## config.mk

```make
export PLATFORM = sky130hd
export DESIGN_NAME = input_events
export DESIGN_NICKNAME = d
export VERILOG_FILES = /design/src/rtl/io_pkg.sv /design/src/rtl/event_fifo.sv /design/src/rtl/input_events.sv
export SDC_FILE = /design/constraint.sdc
export NUM_CORES = 1
export LEC_CHECK = 0
export ABC_AREA = 1
export ABC_CLOCK_PERIOD_IN_PS = 3900
export CAP_MARGIN = 25
export CORE_UTILIZATION = 57
export DETAILED_ROUTE_END_ITERATION = 10
export DONT_BUFFER_PORTS = 1
export GPL_ROUTABILITY_DRIVEN = 1
export PLACE_DENSITY = 0.8
export SLEW_MARGIN = 5
export SYNTH_ARGS = -nofsm -noshare
export SYNTH_HDL_FRONTEND = slang
export SYNTH_SLANG_ARGS = --single-unit
```

## constraint.sdc

```tcl
create_clock -name clock -period 3.9 [get_ports clock]
set_input_delay 0 -clock clock [delete_from_list [all_inputs] [get_ports clock]]
set_output_delay 0 -clock clock [all_outputs]
set_load 0.01 [all_outputs]
```

## src/rtl/io_pkg.sv

```systemverilog
// Shared constants for the switch/key input path and the event code layout.
package io_pkg;
  localparam int NUM_TOGGLE = 10;
  localparam int NUM_KEY    = 4;
  localparam int NUM_INPUTS = NUM_TOGGLE + NUM_KEY;
  localparam int KEY_BASE   = NUM_TOGGLE;

  localparam int IDX_LSB   = 0;
  localparam int IDX_W     = 4;
  localparam int LEVEL_BIT = 4;
  localparam int EVT_W     = LEVEL_BIT + 1;

  typedef struct packed {
    logic             level;
    logic [IDX_W-1:0] idx;
  } evt_t;
endpackage

```

## src/rtl/event_fifo.sv

```systemverilog
// Small synchronous FIFO; push and pop together are both honoured even when full.
module event_fifo #(
  parameter int DEPTH = 8,
  parameter int WIDTH = 5
) (
  input  logic                       clock,
  input  logic                       reset,
  input  logic                       push,
  input  logic [WIDTH-1:0]           pushData,
  input  logic                       pop,
  input  logic                       clear,
  output logic [WIDTH-1:0]           headData,
  output logic                       full,
  output logic                       empty,
  output logic [$clog2(DEPTH+1)-1:0] count
);
  localparam int PW = $clog2(DEPTH);
  localparam int CW = $clog2(DEPTH+1);

  logic [DEPTH-1:0][WIDTH-1:0] mem;
  logic [PW-1:0] wrPtr, rdPtr;
  logic          doPush, doPop;

  assign empty    = (count == '0);
  assign full     = (count == CW'(DEPTH));
  assign doPop    = pop && !empty;
  assign doPush   = push && (!full || doPop);
  assign headData = mem[rdPtr];

  always_ff @(posedge clock or posedge reset) begin
    if (reset) begin
      mem   <= '0;
      wrPtr <= '0;
      rdPtr <= '0;
      count <= '0;
    end else if (clear) begin
      wrPtr <= '0;
      rdPtr <= '0;
      count <= '0;
    end else begin
      if (doPush) begin
        mem[wrPtr] <= pushData;
        wrPtr      <= wrPtr + 1'b1;
      end
      if (doPop) rdPtr <= rdPtr + 1'b1;
      case ({doPush, doPop})
        2'b10:   count <= count + 1'b1;
        2'b01:   count <= count - 1'b1;
        default: count <= count;
      endcase
    end
  end
endmodule

```

## src/rtl/input_events.sv

```systemverilog
// Synchronize and debounce toggles/keys, queue level changes as event codes.
module input_events
  import io_pkg::*;
#(
  parameter int DEBOUNCE_CYCLES = 50000,
  parameter int FIFO_DEPTH      = 8
) (
  input  logic                            clock,
  input  logic                            reset,
  input  logic [NUM_KEY-1:0]              KeySwitches,
  input  logic [NUM_TOGGLE-1:0]           ToggleSwitches,
  input  logic                            ReadEvent,
  input  logic                            ClearEvents,
  output logic                            EventValid,
  output logic [31:0]                     EventCode,
  output logic [$clog2(FIFO_DEPTH+1)-1:0] Pending,
  output logic                            Overflow
);
  localparam int TW = $clog2(DEBOUNCE_CYCLES);

  logic [NUM_INPUTS-1:0] rawIn, sync1, sync2, sample, stable, edgeMask;
  logic [NUM_INPUTS-1:0] setBits, clrBits;
  logic [TW-1:0]         tickCount;
  logic                  tick;
  logic [IDX_W-1:0]      drainIdx;
  logic                  drainValid;
  evt_t                  pushEvt, headEvt;
  logic                  fifoFull, fifoEmpty, popEn;

  assign rawIn = {~KeySwitches, ToggleSwitches};
  assign tick  = (tickCount == TW'(DEBOUNCE_CYCLES - 1));

  always_ff @(posedge clock or posedge reset) begin
    if (reset) begin
      sync1     <= '0;
      sync2     <= '0;
      tickCount <= '0;
      sample    <= '0;
      stable    <= '0;
    end else begin
      sync1     <= rawIn;
      sync2     <= sync1;
      tickCount <= tick ? '0 : tickCount + 1'b1;
      if (tick) begin
        sample <= sync2;
        stable <= stable ^ setBits;
      end
    end
  end

  // A bit is accepted once two consecutive ticks agree and it differs from stable.
  assign setBits = tick ? ((sync2 ~^ sample) & (sync2 ^ stable)) : '0;

  always_comb begin
    drainIdx   = '0;
    drainValid = |edgeMask;
    for (int i = NUM_INPUTS - 1; i >= 0; i--)
      if (edgeMask[i]) drainIdx = IDX_W'(i);
  end

  assign clrBits       = drainValid ? (NUM_INPUTS'(1) << drainIdx) : '0;
  assign pushEvt.level = stable[drainIdx];
  assign pushEvt.idx   = drainIdx;
  assign popEn         = ReadEvent && !fifoEmpty;

  always_ff @(posedge clock or posedge reset) begin
    if (reset) begin
      edgeMask <= '0;
      Overflow <= 1'b0;
    end else if (ClearEvents) begin
      edgeMask <= '0;
      Overflow <= 1'b0;
    end else begin
      edgeMask <= (edgeMask & ~clrBits) | setBits;
      if (drainValid && fifoFull && !popEn) Overflow <= 1'b1;
    end
  end

  event_fifo #(.DEPTH(FIFO_DEPTH), .WIDTH(EVT_W)) uFifo (
    .clock    (clock),
    .reset    (reset),
    .push     (drainValid),
    .pushData (pushEvt),
    .pop      (ReadEvent),
    .clear    (ClearEvents),
    .headData (headEvt),
    .full     (fifoFull),
    .empty    (fifoEmpty),
    .count    (Pending)
  );

  assign EventValid = !fifoEmpty;
  assign EventCode  = fifoEmpty ? 32'h0 : {27'b0, headEvt};
endmodule

```

### Word-level counts from Yosys, hierarchy flattened

Index checks and enable logic that the tools add are counted.

| storage, ports and cells | value |
|---|---|
| flip-flop bits (word level) | 137 |
| input port bits | 18 |
| output and inout bits | 38 |

| cells by class | value |
|---|---|
| add/sub/neg operators | 5 |
| magnitude comparators | 4 |
| eq/ne operators | 4 |
| shifts and indexed selects | 1 |
| mux-type cells | 34 |
| bitwise gates (word level) | 9 |
| reductions and logical operators | 16 |

Operators with widths:

| operator | number |
|---|---|
| 2-to-1 mux 4 bit | 15 |
| 2-to-1 mux 14 bit | 3 |
| bitwise mux 40 bit | 1 |
| bitwise AND 14 bit | 2 |
| XOR 14 bit | 2 |
| adder 16 x 1 -> 16 bit, second input constant | 1 |
| == test 16 bit, second input constant | 1 |
| 2-to-1 mux 16 bit | 1 |
| binary-select mux 5 bit (select 3 bit) | 1 |
| demux 5 bit (select 3 bit) | 1 |
| 2-to-1 mux 5 bit | 3 |
| inverter 14 bit | 1 |
| OR 14 bit | 1 |
| OR reduction 14 bit | 1 |
| << shifter 1 x 4 -> 14 bit, first input constant | 1 |
| bitwise XNOR 14 bit | 1 |
| 2-to-1 mux 3 bit | 4 |
| less-than comparator 3 x 4 -> 1 bit, second input constant | 2 |
| one-hot mux 4 bit (2 select lines) | 1 |
| adder 3 x 1 -> 3 bit, second input constant | 2 |
| nonzero test 2 bit | 3 |
| logical AND 1 bit | 5 |
| less-than comparator 4 x 5 -> 1 bit, second input constant | 1 |
| adder 4 x 1 -> 4 bit, second input constant | 1 |
| 14 further kinds | 18 |

### Logic depth before layout (Yosys ltp)

| depth | value |
|---|---|
| depth after elaboration | 20 |
| mapped depth | 20 |

### Cells and area by module

A second synthesis with hierarchy kept.

| second synthesis, totals | value |
|---|---|
| cell total of the unflattened synthesis | 820 |
| area total of the unflattened synthesis | 6819.0 sq um |

Modules (own cells, without submodules):

| module | times used | cells each | area each (sq um) |
|---|---|---|---|
| input_events | 1 | 478 | 4100.2 |
| event_fifo | 1 | 342 | 2718.9 |

### Worst setup path before layout

No wires, ideal clock.

| timing | value |
|---|---|
| path type | flip-flop to flip-flop |
| start point | reg uFifo.count[0] |
| end point | reg uFifo.count[3] |
| setup time | 0.128 ns |
| arrival time | 1.994 ns |
| required time | 3.772 ns |
| setup slack | 1.778 ns |
| cell stages (with the launch flop) | 13 |
| buffers on the path | 0 |
| period minus slack after synthesis | 2.122 ns |
| cell sequence | dfrtp_1 nor2_1 inv_1 nor3_1 nor2_1 inv_1 nor2_2 ha_1 a21oi_1 nand2_1 xor2_1 xnor2_1 o22ai_1 |

| on the way | value |
|---|---|
| cells in the longest elaborated chain, start to end | 8 |

RTL lines:

| item | line | RTL |
|---|---|---|
| from (decl) | event_fifo.sv:15 | `output logic [$clog2(DEPTH+1)-1:0] count` |
| from (signal assigned) | event_fifo.sv:47 | `2'b10: count <= count + 1'b1;` |
| from (signal assigned) | event_fifo.sv:48 | `2'b01: count <= count - 1'b1;` |
| from (signal assigned) | event_fifo.sv:49 | `default: count <= count;` |
| logical NOT 4 bit | event_fifo.sv:24 | `assign empty = (count == '0);` |
| logical NOT 1 bit | event_fifo.sv:26 | `assign doPop = pop && !empty;` |
| logical AND 1 bit | event_fifo.sv:26 |  |
| logical OR 1 bit | event_fifo.sv:27 | `assign doPush = push && (!full \|\| doPop);` |
| logical AND 1 bit | event_fifo.sv:27 |  |
| == test 2 x 1 -> 1 bit / == test 2 bit (equally long branches) | event_fifo.sv:46 | `case ({doPush, doPop})` |
| one-hot mux 4 bit (2 select lines) | event_fifo.sv:46 |  |
| 2-to-1 mux 4 bit | event_fifo.sv:36 | `end else if (clear) begin` |

Parallel ways exist; a longest one is shown, timed or not.
A chain may end at the register's enable or synchronous reset.

### Worst setup path after layout

| timing | value |
|---|---|
| start point | reg uFifo.rdPtr[0] |
| end point | out EventCode[2] |

| on the way | value |
|---|---|
| cells in the longest elaborated chain, start to end | 3 |

RTL lines:

| item | line | RTL |
|---|---|---|
| from (decl) | event_fifo.sv:21 | `logic [PW-1:0] wrPtr, rdPtr;` |
| from (signal assigned) | event_fifo.sv:45 | `if (doPop) rdPtr <= rdPtr + 1'b1;` |
| binary-select mux 5 bit (select 3 bit) | event_fifo.sv:28 | `assign headData = mem[rdPtr];` |
| 2-to-1 mux 5 bit (implied by the code) | event_fifo.sv:28 |  |
| 2-to-1 mux 5 bit | input_events.sv:93 | `assign EventCode = fifoEmpty ? 32'h0 : {27'b0, headEvt};` |
| to (decl) | input_events.sv:15 | `output logic [31:0] EventCode,` |

Every way passes these cells. The select of a mux whose other input is x is not followed.

==> report_table.html <==
<table>
<tr><th>Metric</th><th>Value</th></tr>
<tr><th colspan="2">Run status</th></tr>
<tr><td>Run status</td><td>completed</td></tr>
<tr><th colspan="2">Critical path</th></tr>
<tr><td>Data required time at the worst endpoint</td><td>3.90 ns</td></tr>
<tr><td>Sort of element at the end of the critical path</td><td>output pin</td></tr>
<tr><td>Critical Setup Path Class</td><td>reg -&gt; out</td></tr>
<tr><td>Kind of start point of the critical path</td><td>flip-flop</td></tr>
<tr><td>Data arrival time at the worst-slack endpoint</td><td>2.78 ns</td></tr>
<tr><td>Largest fanout on the critical path</td><td>30</td></tr>
<tr><th colspan="2">Routing</th></tr>
<tr><td>DRC viols</td><td>0</td></tr>
<tr><td>Antenna viol nets, final</td><td>0</td></tr>
<tr><td>Via count normalized by instance count</td><td>5.52</td></tr>
<tr><td>Via count of the routed design</td><td>5123</td></tr>
<tr><td>Number of iterations in the first detailed-routing pass</td><td>5</td></tr>
<tr><td>Aggregate routed wire length</td><td>13200 µm</td></tr>
<tr><td>Average detailed-routed wire length per instance</td><td>14.2 µm</td></tr>
<tr><td>Starting DRT DRC Count</td><td>474</td></tr>
<tr><th colspan="2">Layout</th></tr>
<tr><td>Post-route core utilization</td><td>66.2%</td></tr>
<tr><td>Net count, final</td><td>799</td></tr>
<tr><td>Top library cells by usage in the layout, fill and taps aside</td><td>150 x sky130_fd_sc_hd__nand2_1, 137 x sky130_fd_sc_hd__dfrtp_1, 85 x sky130_fd_sc_hd__inv_1, 71 x sky130_fd_sc_hd__nor2_1, 45 x sky130_fd_sc_hd__o21ai_0</td></tr>
<tr><td>Layout cell share with drive strength beyond 1</td><td>9.77%</td></tr>
<tr><td>Antenna cells</td><td>0</td></tr>
<tr><td>Final standard cell count with taps included and fillers excluded</td><td>928</td></tr>
<tr><td>Area growth, synth to finish</td><td>11.7%</td></tr>
<tr><td>Number of filler cells placed in the layout</td><td>864</td></tr>
<tr><td>Most common cell after layout, fill and taps aside</td><td>sky130_fd_sc_hd__nand2_1</td></tr>
<tr><th colspan="2">Timing</th></tr>
<tr><td>Transition at the pin with the smallest max-transition slack</td><td>0.884 ns</td></tr>
<tr><td>TNS Setup</td><td>0 ns</td></tr>
<tr><td>Fmax</td><td>360 MHz</td></tr>
<tr><td># setup viols final</td><td>0</td></tr>
<tr><td>Headroom to the max-slew limit</td><td>41.0%</td></tr>
<tr><td>Unrepaired setup endpoints after global routing</td><td>false</td></tr>
<tr><td>Setup Skew</td><td>0.00674 ns</td></tr>
<tr><td>Hold Violations, Final</td><td>0</td></tr>
<tr><td>Period utilization</td><td>71.2%</td></tr>
<tr><td>Final Slew Violations</td><td>0</td></tr>
<tr><td>Minimum period implied by the final worst setup slack</td><td>2.78 ns</td></tr>
<tr><th colspan="2">Power</th></tr>
<tr><td>Worst ir drop on vdd</td><td>0.000403 V</td></tr>
<tr><td>Cell area power density</td><td>479 nW/µm²</td></tr>
<tr><td>Post-layout power</td><td>3.46 mW</td></tr>
<tr><td>Static Leak</td><td>3.49 nW</td></tr>
<tr><th colspan="2">Logic synthesis</th></tr>
<tr><td>Proportion of synthesized flip-flops having asynchronous set or reset</td><td>100%</td></tr>
<tr><td>Cells after synthesis</td><td>753</td></tr>
<tr><td>Leading cell types by total area after synthesis</td><td>sky130_fd_sc_hd__dfrtp_1 53%, sky130_fd_sc_hd__nand2_1 8.7%, sky130_fd_sc_hd__inv_1 5.0%, sky130_fd_sc_hd__nor2_1 4.1%, sky130_fd_sc_hd__o21ai_0 3.5%</td></tr>
<tr><td>Cell variety after synth</td><td>44</td></tr>
<tr><td>Avg Synthesized Cell Area</td><td>8.60 µm²</td></tr>
<tr><td>Portion of the post-synthesis area used by sequential elements</td><td>52.9%</td></tr>
<tr><td>Number of flops mapped to enable cells by yosys</td><td>0</td></tr>
<tr><td>Ys flop type</td><td>sky130_fd_sc_hd__dfrtp_1</td></tr>
<tr><td>Number of warning messages in the yosys log</td><td>0</td></tr>
<tr><td>Share of the synthesized area in the top cell type</td><td>52.9%</td></tr>
<tr><td>Biggest area consumer among synthesized cells</td><td>sky130_fd_sc_hd__dfrtp_1</td></tr>
<tr><td>Cell area after technology mapping</td><td>6470 µm²</td></tr>
<tr><td>Post-synthesis register bit count</td><td>137</td></tr>
<tr><th colspan="2">Floorplanning</th></tr>
<tr><td>Die Span X</td><td>109 µm</td></tr>
<tr><td>Starting utilization of the core area</td><td>59.2%</td></tr>
<tr><td>Vertical die dimension</td><td>109 µm</td></tr>
<tr><td>Core region area</td><td>10900 µm²</td></tr>
<tr><td>Num rows</td><td>38</td></tr>
<tr><td>Top Ports</td><td>56</td></tr>
<tr><td>Total Die Area</td><td>11800 µm²</td></tr>
<tr><th colspan="2">Global route</th></tr>
<tr><td>Maximum number of pins on one net before global-route repair</td><td>104</td></tr>
<tr><td>Via count of the first global-routing pass</td><td>4924</td></tr>
<tr><td>Global-route wire length before repair</td><td>22600 µm</td></tr>
<tr><td>Global route overflow</td><td>0</td></tr>
<tr><td>Number of antenna violations at the first check in global routing</td><td>0</td></tr>
<tr><td>Global-route total usage across every layer</td><td>25.2%</td></tr>
<tr><th colspan="2">Clock tree</th></tr>
<tr><td>TritonCTS clock tree</td><td>done</td></tr>
<tr><td>Number of gates resized after cts</td><td>0</td></tr>
<tr><td>Count of H-tree levels built during CTS</td><td>4</td></tr>
<tr><td>TritonCTS buffer count</td><td>17</td></tr>
<tr><td>Clk sink count</td><td>137</td></tr>
<tr><td>Cell at the root of the clock tree</td><td>sky130_fd_sc_hd__clkbuf_16</td></tr>
<tr><td>Number of hold buffers added after cts</td><td>17</td></tr>
<tr><td>Clock Latency Late Sink</td><td>0.43 ns</td></tr>
<tr><td>CTS clk-pin slew, worst paths</td><td>0.06 ns</td></tr>
<tr><td>Max clock buf depth</td><td>2</td></tr>
<tr><td>Total setup buffers inserted after CTS</td><td>0</td></tr>
<tr><th colspan="2">Worst hold path</th></tr>
<tr><td>Min-Delay Path Class</td><td>in -&gt; async</td></tr>
<tr><th colspan="2">Placement</th></tr>
<tr><td>IO buf count</td><td>0</td></tr>
<tr><td>Half-perimeter wire length of the detailed placement result</td><td>8920 µm</td></tr>
<tr><td>Placed Instances</td><td>878</td></tr>
<tr><td>Routability cong.</td><td>0.996</td></tr>
<tr><th colspan="2">Job</th></tr>
<tr><td>Max-cap viol count</td><td>0</td></tr>
</table>
==> path summary, 6_finish.rpt <==
path / endpoint / startpoint / cells after the start / slack (ns)
hold / removal: uFifo.mem[0]$_DFFE_PP0P_ / reset / 2 / 0.11
max in group asynchronous: sync2[3]$_DFF_PP0_ / reset / 4 / 2.72
setup / recovery: EventCode[2] / uFifo.rdPtr[0]$_DFFE_PP0P_ / 4 / 1.12
min in group clock: sync1[1]$_DFF_PP0_ / ToggleSwitches[1] / 1 / 0.13
hold reg to reg: sync2[2]$_DFF_PP0_ / sync1[2]$_DFF_PP0_ / 0 / 0.34
setup reg to reg: uFifo.count[3]$_DFFE_PP0P_ / uFifo.count[0]$_DFFE_PP0P_ / 12 / 1.39
==> per-stage QoR <==
| step | hold slack [ns] | cell area [µm²] | worst slack (ns) |
|---|---|---|---|
| 2_1_floorplan | 0.0314 | 6570 | 0.232 |
| 3_3_place_gp | 0.0315 | 6500 | 1.60 |
| 3_5_place_dp | 0.0315 | 6500 | 1.46 |
| 4_1_cts | 0.112 | 7210 | 1.19 |
| 5_1_grt | 0.123 | 7240 | 0.920 |
| 6_report | 0.109 | 7240 | 1.12 |
==> Yosys cell counts (all sizes together) (2+ instances only) <==
cell type  count
ha             5
clkinv         2
nor2          83
o31ai          5
clkbuf        10
xor2           4
o211ai         4
inv           98
o21ai         77
a211oi         2
buf           36
dfrtp        137
nor3           5
nand3         37
a31oi          6
o22ai          3
a21oi         43
nand2        159
nor4          17
o21a           3
nand4         10
==> registers in the layout, summed over array words and instances (netlist names) <==
signal       flops
Overflow         1
edgeMask        14
sample          14
stable          14
sync1           14
sync2           14
tickCount       16
uFifo.count      4
uFifo.mem       40
uFifo.rdPtr      3
uFifo.wrPtr      3
==> power by group <==
part / switching, mW / internal (mW) / leakage, nW
Combinational: 0.275 / 0.146 / 1.46
Clock: 0.601 / 0.843 / 0.253
Sequential: 0.0955 / 1.50 / 1.78
==> cells by family after synthesis <==
| group | share of synthesized area [%] |
|---|---|
| AND/OR/NAND/NOR | 22.4 |
| other | 0.0579 |
| AO/OA/AOI/OAI | 12.2 |
| adder cells (fa/ha/maj) | 1.28 |
| XOR/XNOR | 0.676 |
| flip-flops | 52.9 |
| buffers and inverters | 10.4 |
==> metal layers <==
| layer | part of all wire [%] | global-route usage [%] | up-vias |
|---|---|---|---|
| met3 | 5.3 | 5.55 | 35 |
| met2 | 49 | 41.7 | 195 |
| met1 | 43 | 31.4 | 2456 |
| met5 | 0 | 0 | - |
| met4 | 2.3 | 11.7 | 0 |
| li1 | - | - | 2437 |
==> area by class of cell <==
cell class	count	area [µm²]	area share, %
repair buffers	23	235	3.25
clock inverters	10	71.3	0.986
well taps	140	175	2.42
multi-input cells	496	2470	34.2
flip-flops and latches	137	3430	47.4
clock buffers	22	464	6.42
inverters	100	389	5.38
==> worst max-delay path: stages (launching register included) <==
cell and delay [ns]:
sky130_fd_sc_hd__dfrtp_1 0.92, sky130_fd_sc_hd__inv_1 0.45, sky130_fd_sc_hd__o21ai_0 0.37, sky130_fd_sc_hd__a21oi_1 0.14, sky130_fd_sc_hd__a311oi_1 0.47
(Power assumes the default switching activity.)
